`src/rtl/pipe_ctrl_pkg.sv`:
```
// Shared pipeline-control definitions: default widths, control-bundle bit map
// and the issue-unit FSM states.
package pipe_ctrl_pkg;

  localparam int CTRL_W_DEF = 4;
  localparam int REG_AW_DEF = 4;

  localparam int MEM_READ  = 0;
  localparam int MEM_WRITE = 1;
  localparam int REG_WRITE = 0;

  typedef enum logic [1:0] {
    RUN      = 2'd0,
    LU_STALL = 2'd1,
    BR_FLUSH = 2'd2
  } state_t;

endpackage

```
`src/rtl/sat_counter.sv`:
```
// Event counter that sticks at all-ones instead of wrapping.
module sat_counter #(
  parameter int CNT_W = 16
) (
  input  logic             clk,
  input  logic             clear,
  input  logic             inc,
  output logic [CNT_W-1:0] count
);

  always_ff @(posedge clk) begin
    if (clear) begin
      count <= '0;
    end else if (inc && (count != '1)) begin
      count <= count + 1'b1;
    end
  end

endmodule

```
`src/rtl/hazard_issue_unit.sv`:
```
// Chooses the control bundle sent into ID/EX: decoded control or a bubble,
// with load-use stalls, taken-branch flushes and saturating event counters.
module hazard_issue_unit
  import pipe_ctrl_pkg::*;
#(
  parameter int CTRL_W              = CTRL_W_DEF,
  parameter int REG_AW              = REG_AW_DEF,
  parameter int LOAD_STALL_CYCLES   = 1,
  parameter int BRANCH_FLUSH_CYCLES = 2,
  parameter int CNT_W               = 16
) (
  input  logic              clk,
  input  logic              reset,
  input  logic              id_valid,
  input  logic [CTRL_W-1:0] id_ex_ctrl,
  input  logic [CTRL_W-1:0] id_mem_ctrl,
  input  logic [CTRL_W-1:0] id_wb_ctrl,
  input  logic [REG_AW-1:0] id_rn,
  input  logic [REG_AW-1:0] id_rm,
  input  logic              id_uses_rn,
  input  logic              id_uses_rm,
  input  logic [REG_AW-1:0] ex_rd,
  input  logic [CTRL_W-1:0] ex_mem_ctrl,
  input  logic [CTRL_W-1:0] ex_wb_ctrl,
  input  logic              branch_taken_ex,
  output logic [CTRL_W-1:0] ex_control_out,
  output logic [CTRL_W-1:0] mem_control_out,
  output logic [CTRL_W-1:0] wb_control_out,
  output logic              stall_pc,
  output logic              stall_if_id,
  output logic              flush_if_id,
  output logic [CNT_W-1:0]  stall_count,
  output logic [CNT_W-1:0]  flush_count,
  output logic [1:0]        fsm_state
);

  localparam int MAX_CYC = (LOAD_STALL_CYCLES > BRANCH_FLUSH_CYCLES) ?
                           LOAD_STALL_CYCLES : BRANCH_FLUSH_CYCLES;
  localparam int CYC_W = $clog2(MAX_CYC + 1);

  // Reload values count the remaining bubbles after the one issued on entry.
  localparam logic [CYC_W-1:0] LU_RELOAD =
    (LOAD_STALL_CYCLES > 1) ? CYC_W'(LOAD_STALL_CYCLES - 2) : '0;
  localparam logic [CYC_W-1:0] BR_RELOAD =
    (BRANCH_FLUSH_CYCLES > 1) ? CYC_W'(BRANCH_FLUSH_CYCLES - 2) : '0;

  state_t           state, state_nxt;
  logic [CYC_W-1:0] cnt, cnt_nxt;
  logic             hz, bubble, stall, flush, stall_inc, flush_inc;
  logic             unused_bits;

  assign unused_bits = ^{ex_mem_ctrl, ex_wb_ctrl};

  assign hz = id_valid & ex_mem_ctrl[MEM_READ] & ex_wb_ctrl[REG_WRITE] &
              ((id_uses_rn & (id_rn == ex_rd)) | (id_uses_rm & (id_rm == ex_rd)));

  always_comb begin
    state_nxt = state;
    cnt_nxt   = cnt;
    bubble    = 1'b1;
    stall     = 1'b0;
    flush     = 1'b0;
    stall_inc = 1'b0;
    flush_inc = 1'b0;
    case (state)
      RUN, LU_STALL: begin
        // A taken branch wins over both a new hazard and an ongoing stall.
        if (branch_taken_ex) begin
          flush     = 1'b1;
          flush_inc = 1'b1;
          state_nxt = (BRANCH_FLUSH_CYCLES > 1) ? BR_FLUSH : RUN;
          cnt_nxt   = BR_RELOAD;
        end else if (state == LU_STALL) begin
          stall = 1'b1;
          if (cnt == '0) state_nxt = RUN;
          else           cnt_nxt   = cnt - 1'b1;
        end else if (hz) begin
          stall     = 1'b1;
          stall_inc = 1'b1;
          state_nxt = (LOAD_STALL_CYCLES > 1) ? LU_STALL : RUN;
          cnt_nxt   = LU_RELOAD;
        end else begin
          bubble = ~id_valid;
        end
      end
      BR_FLUSH: begin
        flush = 1'b1;
        if (cnt == '0) state_nxt = RUN;
        else           cnt_nxt   = cnt - 1'b1;
      end
      default: state_nxt = RUN;
    endcase
    if (reset) begin
      bubble = 1'b1;
      stall  = 1'b0;
      flush  = 1'b0;
    end
  end

  always_ff @(posedge clk) begin
    if (reset) begin
      state <= RUN;
      cnt   <= '0;
    end else begin
      state <= state_nxt;
      cnt   <= cnt_nxt;
    end
  end

  assign ex_control_out  = bubble ? '0 : id_ex_ctrl;
  assign mem_control_out = bubble ? '0 : id_mem_ctrl;
  assign wb_control_out  = bubble ? '0 : id_wb_ctrl;
  assign stall_pc        = stall;
  assign stall_if_id     = stall;
  assign flush_if_id     = flush;
  assign fsm_state       = state;

  sat_counter #(.CNT_W(CNT_W)) u_stall_cnt (
    .clk   (clk),
    .clear (reset),
    .inc   (stall_inc),
    .count (stall_count)
  );

  sat_counter #(.CNT_W(CNT_W)) u_flush_cnt (
    .clk   (clk),
    .clear (reset),
    .inc   (flush_inc),
    .count (flush_count)
  );

endmodule

```
`config.mk`:
```
export PLATFORM = sky130hd
export DESIGN_NAME = hazard_issue_unit
export DESIGN_NICKNAME = d
export VERILOG_FILES = /design/src/rtl/pipe_ctrl_pkg.sv /design/src/rtl/sat_counter.sv /design/src/rtl/hazard_issue_unit.sv
export SDC_FILE = /design/constraint.sdc
export NUM_CORES = 1
export LEC_CHECK = 0
export CELL_PAD_IN_SITES_DETAIL_PLACEMENT = 0
export CELL_PAD_IN_SITES_GLOBAL_PLACEMENT = 1
export CORE_ASPECT_RATIO = 0.7
export CORE_UTILIZATION = 32
export DETAILED_ROUTE_END_ITERATION = 16
export HOLD_SLACK_MARGIN = 0.15
export PLACE_DENSITY = 0.94
export SLEW_MARGIN = 40
export SYNTH_ARGS = -nofsm -noshare
export SYNTH_HDL_FRONTEND = slang
export SYNTH_SLANG_ARGS = --single-unit
```
`constraint.sdc`:
```
create_clock -name clk -period 5.5 [get_ports clk]
set_input_delay 0.55 -clock clk [delete_from_list [all_inputs] [get_ports clk]]
set_output_delay 0.55 -clock clk [all_outputs]
set_load 0.01 [all_outputs]
```
==> results of run 1 <==
[layer usage]
metal | vias up | GRT usage [%]
li1 | 1056 | -
met1 | 957 | 21.7
met2 | 69 | 27.4
met3 | 8 | 3.43
met4 | 0 | 6.62
met5 | - | 0
[power by group through the flow]
stage,combinational [uW],sequential [uW],clock [uW]
detailed placement,64.6,272,0
global route,69.5,266,248
finish,64.2,266,234
global placement,63.0,271,0
CTS,64.9,266,238
floorplan,27.8,272,0
[flip-flops by register name, summed over array words and instances (netlist names)]
| signal | flops |
|---|---|
| u_flush_cnt.count | 16 |
| u_stall_cnt.count | 16 |
| cnt | 2 |
| fsm_state | 2 |
[Yosys cell counts (2+ instances only)]
master    number  share of area [%]
nand3_1       12                2.9
xor2_1         9                3.9
or4_1          6                2.2
and2_1        13                4.0
nor3_1         4               0.98
dfxtp_1       36                 35
buf_2          4               0.98
xnor2_1        9                3.9
or3_1          6                1.8
and3_1         5                1.5
o21ai_1        2               0.49
o21ai_0       11                2.7
or4_2          2               0.86
and4_1         4                1.7
o31ai_1        8                2.9
nand2_1        9                1.7
a21oi_2        2               0.86
a21oi_1       17                4.2
clkbuf_1       4               0.74
nor2_1        23                4.2
nand4_1       17                5.2
inv_1          5               0.92
mux2_2         2                1.1
ha_1           2                1.2
nor2b_1        5                1.5
o211ai_1       4                1.5
[tightest hold or removal path: stages (launching register included)]
cell and delay [ps]:
dfxtp_1 340, inv_1 80, a311oi_1 40
[final timing paths]
kind                              from                    to  slack, ps  depth (start not counted)
setup / recovery              ex_rd[1]    mem_control_out[2]       2090                          8
hold / removal                  cnt[1]                cnt[1]        500                          2
setup reg to reg  u_stall_cnt.count[4]  u_stall_cnt.count[6]       3460                          5
hold reg to reg                 cnt[1]                cnt[1]        500                          2
[metrics by stage]
| step | util (%) | cells | hold WS (ps) | total power [uW] | setup WS, ps |
|---|---|---|---|---|---|
| final | 50.2 | 397 | 495 | 563 | 2090 |
| after global routing | 50.2 | 397 | 531 | 584 | 1900 |
| after CTS | 50.2 | 397 | 496 | 568 | 2060 |
| after detailed placement | 48.4 | 389 | 485 | 336 | 2060 |
| after global placement | 48.4 | 389 | 480 | 334 | 2130 |
| after floorplan | - | 244 | 454 | 300 | 3040 |
[cell type report]
cell class	instances	area share [%]
Inverter	5	0.631
Timing Repair Buffer	82	27.4
Clock buffer	6	2.44
Clock inverter	2	1.18
Sequential cell	36	24.2
Tap cell	75	3.15
Multi-Input combinational cell	191	41.0
[logic make-up after synthesis]
logic type	share of synthesized area [%]
flip-flops	35.4
buffers and inverters	4.73
adder cells (fa/ha/maj)	1.23
AND/OR/NAND/NOR	33.1
XOR/XNOR	7.74
multiplexers	2.33
AO/OA/AOI/OAI	15.5
==> results_dict.tcl, run 1 <==
set metrics [dict create \
    status "finished clean" \
    required_ps 4950 \
    internal_power_uw 435 \
    fin_crit_sh_pct 62.1 \
    topRoutingLayerUsed "met4" \
    synth-seq-cells 36 \
    seq_area_um2 721 \
    synth_cells 244 \
    chipHeight_um 68.8 \
    cts_max_path_buffers 2 \
    wl_met1_um 2530 \
    sw_frac_of_total_pct 22.8 \
    grtUsageTotal_pct 16.6 \
    slew_headroom_pct 70.5 \
    ys_async_sr_fraction_pct 0 \
    cts_hold_buffers 0 \
    crit_type "input port to output pin" \
    clock_latency_ps 290 \
    die-area_mm2 0.00669 \
    cts_inserted_buffers 5 \
    power.net_switching_uw 129 \
    met2_wirelength_um 2410 \
    place_area_mm2 0.00287 \
    worstSetupEndpointType "output pin" \
    cap_violations 0 \
    drv_slew 0 \
    synth_flop_cell "dfxtp_1" \
    power_frac_seq_pct 47.1 \
    wire_per_inst_um 13.4 \
    path_cells "clkdlybuf4s50_1 -> xnor2_1 -> nand4_1 -> o22a_1 -> buf_4 -> and4_1 -> and2_1 -> clkdlybuf4s50_1" \
    comb_power_share_pct 11.4 \
    ys_warn_count 0 \
    cp_top_family "buffers and inverters" \
    fin_setup_tns_ps 0 \
    drt_wl_total_um 5320 \
    fmaxAchievable_ghz 0.293 \
    path_buf_inv 3 \
    fin_skew_ps 5.59 \
    drt_iter0_markers 134 \
    fin_crit_ps 3410 \
    mostFrequentLayoutCells "clkdlybuf4s50_1, dfxtp_1, nor2_1" \
    drive_gt1_share_pct 7.14 \
    start_util_pct 34.4 \
    h-tree-depth 2 \
    areaGrowthSynthToFinish_pct 46.1 \
    hold_path.class "flip-flop to flip-flop" \
    hold_violations 0 \
    power_frac_clock_pct 41.5 \
    cts_tree "built" \
    viasPerCell 5.26 \
    p_leak_uw 0.00100 \
    powerDensity_mw_per_mm2 189 \
    worstPathMaxFanout 32 \
    dp_hpwl_um 4030 \
    finalSetupViolCount 0 \
    die_x_um 97.4 \
    gp_congestion 0.759 \
    rows 23 \
    finalNetCount 361 \
    numPortBuffers 80 \
    coreArea_mm2 0.00593 \
    antenna_cells 0 \
    grt_pass1_vias 1966 \
    cts_setup_buffers 0 \
    syn_area_per_cell_um2 8.35 \
    cts-resized-gates 0 \
    netlist_area_mm2 0.00204 \
    tightest_slew_ps 442 \
    critical_path.startpoint_type "input port" \
    grt_max_degree 41 \
    drt_pass1_iterations 4 \
    root_buffer "clkbuf_8" \
    worstPathArrival_ps 2860 \
    cp_common_cell "clkdlybuf4s50_1" \
    synth-seq-area-share_pct 35.4 \
    grt_pass1_wl_um 8980 \
    final_area_mm2 0.00298 \
    synth_fp_nets 284 \
    route.vias.total 2090 \
    rsz0062_at_grt "false" \
    ios 87 \
    ir_worst_vdd_mv 0.0815 \
    synth_edf_count 0 \
    max_stage_delay_ps 550 \
    antenna_found_initial 0 \
    layout_commonest_cell "clkdlybuf4s50_1" \
    route.met3.wl_um 286 \
    grt.overflow.total 0 \
    ys_types 49 \
    drcViolationCount 0 \
    multi_input_area_mm2 0.00122 \
    clk_pin_slew_worst_paths_ps 80 \
    slowest_stage "clkdlybuf4s50_1" \
    n_fill_cell 555 \
    drtAntennaViolNets 0 \
    cts.sinks 36 \
]
Note: power is estimated with default switching activity, not from simulation.
==> run 2: changes to the inputs <==
--- a/config.mk
+++ b/config.mk
@@ -8,10 +8,10 @@
 export CELL_PAD_IN_SITES_DETAIL_PLACEMENT = 0
 export CELL_PAD_IN_SITES_GLOBAL_PLACEMENT = 1
 export CORE_ASPECT_RATIO = 0.7
-export CORE_UTILIZATION = 32
+export CORE_UTILIZATION = 30
 export DETAILED_ROUTE_END_ITERATION = 16
 export HOLD_SLACK_MARGIN = 0.15
-export PLACE_DENSITY = 0.94
+export PLACE_DENSITY = 0.9
 export SLEW_MARGIN = 40
 export SYNTH_ARGS = -nofsm -noshare
 export SYNTH_HDL_FRONTEND = slang
==> constraint.sdc (replaced) <==
create_clock -name clk -period 3.3 [get_ports clk]
set_input_delay 0.33 -clock clk [delete_from_list [all_inputs] [get_ports clk]]
set_output_delay 0.33 -clock clk [all_outputs]
set_load 0.01 [all_outputs]
==> results_dict.tcl, run 2 (synthesis results as in run 1) <==
set metrics [dict create \
    status "finished clean" \
    route.vias.total 2060 \
    clk_pin_slew_worst_paths_ps 80 \
    reg2reg_depth 5 \
    start_util_pct 31.8 \
    grt_util_met1_pct 21.3 \
    chipHeight_um 70.9 \
    die_x_um 100 \
    power_frac_seq_pct 47.0 \
    areaGrowthSynthToFinish_pct 47.7 \
    crit_type "input port to output pin" \
    hold_violations 0 \
    power_frac_clock_pct 41.5 \
    use_met3_pct 4.55 \
    clock_latency_ps 290 \
    antenna_found_initial 0 \
    drt_iter0_markers 102 \
    min_path_cells 2 \
    cts_tree "built" \
    die-area_mm2 0.00713 \
    antenna_cells 0 \
    use_met2_pct 23.4 \
    slew_headroom_pct 71.0 \
    viasPerCell 4.98 \
    root_buffer "clkbuf_8" \
    cts_hold_buffers 0 \
    fin_skew_ps 8.72 \
    fin_setup_tns_ps 0 \
    cap_violations 0 \
    cts.sinks 36 \
    layout_commonest_cell "clkdlybuf4s50_1" \
    reg_top3 "u_flush_cnt.count x16, u_stall_cnt.count x16" \
    fin_crit_sh_pct 82.0 \
    cts_max_path_buffers 2 \
    ios 87 \
    grt_pass1_vias 1835 \
    hold_path.class "flip-flop to flip-flop" \
    power.net_switching_uw 217 \
    mostFrequentLayoutCells "clkdlybuf4s50_1, dfxtp_1, nor2_1" \
    p_leak_uw 0.00100 \
    regToRegEndpoint "u_stall_cnt.count[6]" \
    grt.overflow.total 0 \
    dp_hpwl_um 3980 \
    drv_slew 0 \
    power_uw 941 \
    cts_inserted_buffers 5 \
    drive_gt1_share_pct 7.74 \
    fin_crit_ps 2710 \
    wire_per_inst_um 12.8 \
    grt_max_degree 40 \
    rows 24 \
    min_from "cnt[1]" \
    fmaxAchievable_ghz 0.369 \
    drcViolationCount 0 \
    drtAntennaViolNets 0 \
    ir_worst_vdd_mv 0.148 \
    drt_wl_total_um 5300 \
    setup_slack_ps 592 \
    cts_setup_buffers 0 \
    worstPathArrival_ps 2380 \
    place_ws_ps 583 \
    internal_power_uw 725 \
    busiest_layer "met2" \
    h-tree-depth 2 \
    worstSetupEndpointType "output pin" \
    holdPathEnd "cnt[1]" \
    coreArea_mm2 0.00640 \
    grtUsageTotal_pct 15.3 \
    timing.rr.start "u_stall_cnt.count[4]" \
    finalNetCount 362 \
    numPortBuffers 80 \
    ff2ff_setup_slack_ps 1270 \
    rsz0062_at_grt "false" \
    worstPathMaxFanout 12 \
    critical_path.startpoint_type "input port" \
    drt_pass1_iterations 4 \
    tightest_slew_ps 430 \
    powerDensity_mw_per_mm2 313 \
    grt_pass1_wl_um 8720 \
    sw_frac_of_total_pct 23.0 \
    finalSetupViolCount 0 \
    required_ps 2970 \
    gp_congestion 0.783 \
    n_fill_cell 623 \
    cts-resized-gates 0 \
    comb_power_share_pct 11.4 \
]
[run 2: through the flow]
stage          util [%]  cell area (um^2)  std cells  hold WS, ps
2_1_floorplan         -              2040        244          454
4_1_cts            47.0              3010        414          497
5_1_grt            47.0              3010        414          542
3_3_place_gp       45.3              2900        406          481
3_5_place_dp       45.3              2900        406          484
6_report           47.0              3010        414          497
[run 2: area by class of cell]
type / count / area, um^2 / share of cell area, %
Multi-Input combinational cell: 191 / 1220 / 40.6
Clock buffer: 5 / 68.8 / 2.29
Timing Repair Buffer: 83 / 823 / 27.4
Tap cell: 91 / 114 / 3.79
Inverter: 5 / 18.8 / 0.624
Clock inverter: 3 / 42.5 / 1.41
Sequential cell: 36 / 721 / 24.0
[run 2: worst max path at each step]
stage          startpoint                end  slack [ps]  depth (start not counted)
2_1_floorplan    ex_rd[1]           stall_pc        1280                          7
3_3_place_gp     ex_rd[1]  ex_control_out[0]         600                          7
3_5_place_dp     ex_rd[2]  ex_control_out[0]         580                          7
4_1_cts          ex_rd[2]  ex_control_out[0]         570                          7
5_1_grt          ex_rd[1]  ex_control_out[0]         430                          7
6_report         ex_rd[2]  ex_control_out[0]         590                          7
[run 2: worst max-delay path, cell delays in order]
cell	delay [ps]
clkdlybuf4s50_1	460
xnor2_1	170
nand4_1	100
o22a_1	190
and4_1	370
and2_1	220
clkdlybuf4s50_1	550
[run 2: per-layer routing]
metal / up-vias / part of all wire [%]
li1: 1057 / -
met5: - / 0
met2: 78 / 44
met4: 0 / 0.83
met3: 4 / 7.7
met1: 921 / 47
[run 2: power by group through the flow]
| stage | clock [uW] | sequential (uW) | combinational (uW) |
|---|---|---|---|
| 2_1_floorplan | 0 | 453 | 46.3 |
| 3_3_place_gp | 0 | 452 | 107 |
| 3_5_place_dp | 0 | 453 | 108 |
| 4_1_cts | 399 | 442 | 109 |
| 5_1_grt | 421 | 443 | 118 |
| 6_report | 391 | 442 | 108 |
==> run 3: changes to the inputs <==
--- a/config.mk
+++ b/config.mk
@@ -8,10 +8,10 @@
 export CELL_PAD_IN_SITES_DETAIL_PLACEMENT = 0
 export CELL_PAD_IN_SITES_GLOBAL_PLACEMENT = 1
 export CORE_ASPECT_RATIO = 0.7
-export CORE_UTILIZATION = 30
+export CORE_UTILIZATION = 27
 export DETAILED_ROUTE_END_ITERATION = 16
 export HOLD_SLACK_MARGIN = 0.15
-export PLACE_DENSITY = 0.9
+export PLACE_DENSITY = 0.86
 export SLEW_MARGIN = 40
 export SYNTH_ARGS = -nofsm -noshare
 export SYNTH_HDL_FRONTEND = slang
==> constraint.sdc (replaced) <==
create_clock -name clk -period 2.45 [get_ports clk]
set_input_delay 0.245 -clock clk [delete_from_list [all_inputs] [get_ports clk]]
set_output_delay 0.245 -clock clk [all_outputs]
set_load 0.01 [all_outputs]
==> results_dict.tcl, run 3 (synthesis results as in run 1) <==
set metrics [dict create \
    drive_gt1_share_pct 9.42 \
    grt_max_degree 40 \
    reg_top3 "u_flush_cnt.count x16, u_stall_cnt.count x16" \
    p_leak_uw 0.00110 \
    grtUsageTotal_pct 13.6 \
    finalNetCount 369 \
    status "finished clean" \
    viasPerCell 4.96 \
    die_x_um 106 \
    die-area_mm2 0.00790 \
    antenna_found_initial 0 \
    power_uw 1200 \
    hold_violations 0 \
    antenna_cells 0 \
    cap_violations 0 \
    place_ws_ps -28.1 \
    crit_type "input port to output pin" \
    fin_crit_sh_pct 93.0 \
    worstPathArrival_ps 2030 \
    critical_path.startpoint_type "input port" \
    cts_max_path_buffers 2 \
    h-tree-depth 2 \
    final_area_mm2 0.00304 \
    rows 26 \
    ir_worst_vdd_mv 0.182 \
    clock_latency_ps 280 \
    mostFrequentLayoutCells "clkdlybuf4s50_1, dfxtp_1, nor2_1" \
    fin_util_pct 41.7 \
    dp_hpwl_um 4220 \
    cp_top_family "buffers and inverters" \
    n_fill_cell 746 \
    tightest_slew_ps 426 \
    power.net_switching_uw 274 \
    grt_pass1_wl_um 8490 \
    chipHeight_um 74.7 \
    required_ps 2200 \
    internal_power_uw 927 \
    root_buffer "clkbuf_8" \
    coreArea_mm2 0.00729 \
    cts_setup_buffers 0 \
    clk_pin_slew_worst_paths_ps 70 \
    slew_headroom_pct 71.6 \
    cts_tree "built" \
    ios 87 \
    sw_frac_of_total_pct 22.8 \
    setup_slack_ps 171 \
    path_buf_inv 3 \
    cts_inserted_buffers 5 \
    max_stage_delay_ps 450 \
    power_frac_clock_pct 38.1 \
    fin_skew_ps 8.84 \
    drt_pass1_iterations 4 \
    finalSetupViolCount 0 \
    power_frac_seq_pct 49.4 \
    grt_pass1_vias 1804 \
    drt_iter0_markers 84 \
    grt.overflow.total 0 \
    worstPathMaxFanout 12 \
    fin_crit_ps 2280 \
    drtAntennaViolNets 0 \
    route.vias.total 2118 \
    fmaxAchievable_ghz 0.439 \
    slowest_stage "clkdlybuf4s50_1" \
    wire_per_inst_um 13.2 \
    drt_wl_total_um 5630 \
    comb_power_share_pct 12.5 \
    numPortBuffers 80 \
    layout_commonest_cell "clkdlybuf4s50_1" \
    start_util_pct 28.0 \
    drv_slew 0 \
    powerDensity_mw_per_mm2 395 \
    cts.sinks 36 \
    rsz0062_at_grt "false" \
    path_cells "clkdlybuf4s50_1 -> xnor2_1 -> nand4_1 -> o22a_1 -> and4_1 -> buf_4 -> and2_1 -> dlygate4sd2_1" \
    hold_path.class "flip-flop to flip-flop" \
    worstSetupEndpointType "output pin" \
    areaGrowthSynthToFinish_pct 49.1 \
    fin_setup_tns_ps 0 \
    gp_congestion 0.751 \
    place_area_mm2 0.00296 \
    drcViolationCount 0 \
]
==> run 3: cell type report <==
cell class	count	area [um^2]	area share [%]
multi-input cells	191	1220	40.2
clock buffers	7	96.3	3.17
repair buffers	90	858	28.3
flip-flops and latches	36	721	23.7
inverters	5	18.8	0.618
well taps	98	123	4.04
==> run 3: power groups by stage <==
| stage | clock (uW) | combinational (uW) | sequential (uW) |
|---|---|---|---|
| floorplan | 0 | 62.3 | 610 |
| global placement | 0 | 151 | 607 |
| detailed placement | 0 | 154 | 607 |
| CTS | 472 | 151 | 594 |
| global route | 496 | 162 | 594 |
| finish | 457 | 150 | 594 |
==> run 3: per-layer routing <==
metal | share of wire (%) | vias up | global-route usage (%)
li1 | - | 1063 | -
met1 | 50 | 1002 | 19.6
met2 | 45 | 46 | 20.3
met3 | 4.6 | 7 | 3.46
met4 | 0.76 | 0 | 4.01
met5 | 0 | - | 0
==> run 3: path summary, 6_finish.rpt <==
check / startpoint / endpoint / slack (ps) / depth (start not counted)
worst max-delay path: ex_rd[0] / ex_control_out[2] / 170 / 8
worst min-delay path: u_stall_cnt.count[7] / u_stall_cnt.count[7] / 500 / 2
worst max register to register: u_stall_cnt.count[8] / u_stall_cnt.count[6] / 310 / 6
worst min register to register: u_stall_cnt.count[7] / u_stall_cnt.count[7] / 500 / 2
==> run 3: timing repair <==
| item | in CTS | in global routing |
|---|---|---|
| endpoints found under the setup margin | 14 | 0 |
| gates resized for setup | 14 | 0 |
| hold buffers | 0 | 0 |
==> run 3: per-stage QoR <==
step | hold slack [ps] | std cells
6_report | 501 | 427
5_1_grt | 523 | 427
4_1_cts | 505 | 427
3_5_place_dp | 490 | 420
3_3_place_gp | 480 | 420
2_1_floorplan | 419 | 244
==> run 3: worst reg2reg max path: stages, from the launching register on <==
cell     delay [ps]
dfxtp_1         450
nand4_1         210
or4_4           590
nand2_2         180
buf_4           230
nor4_2           70
mux2_4          300
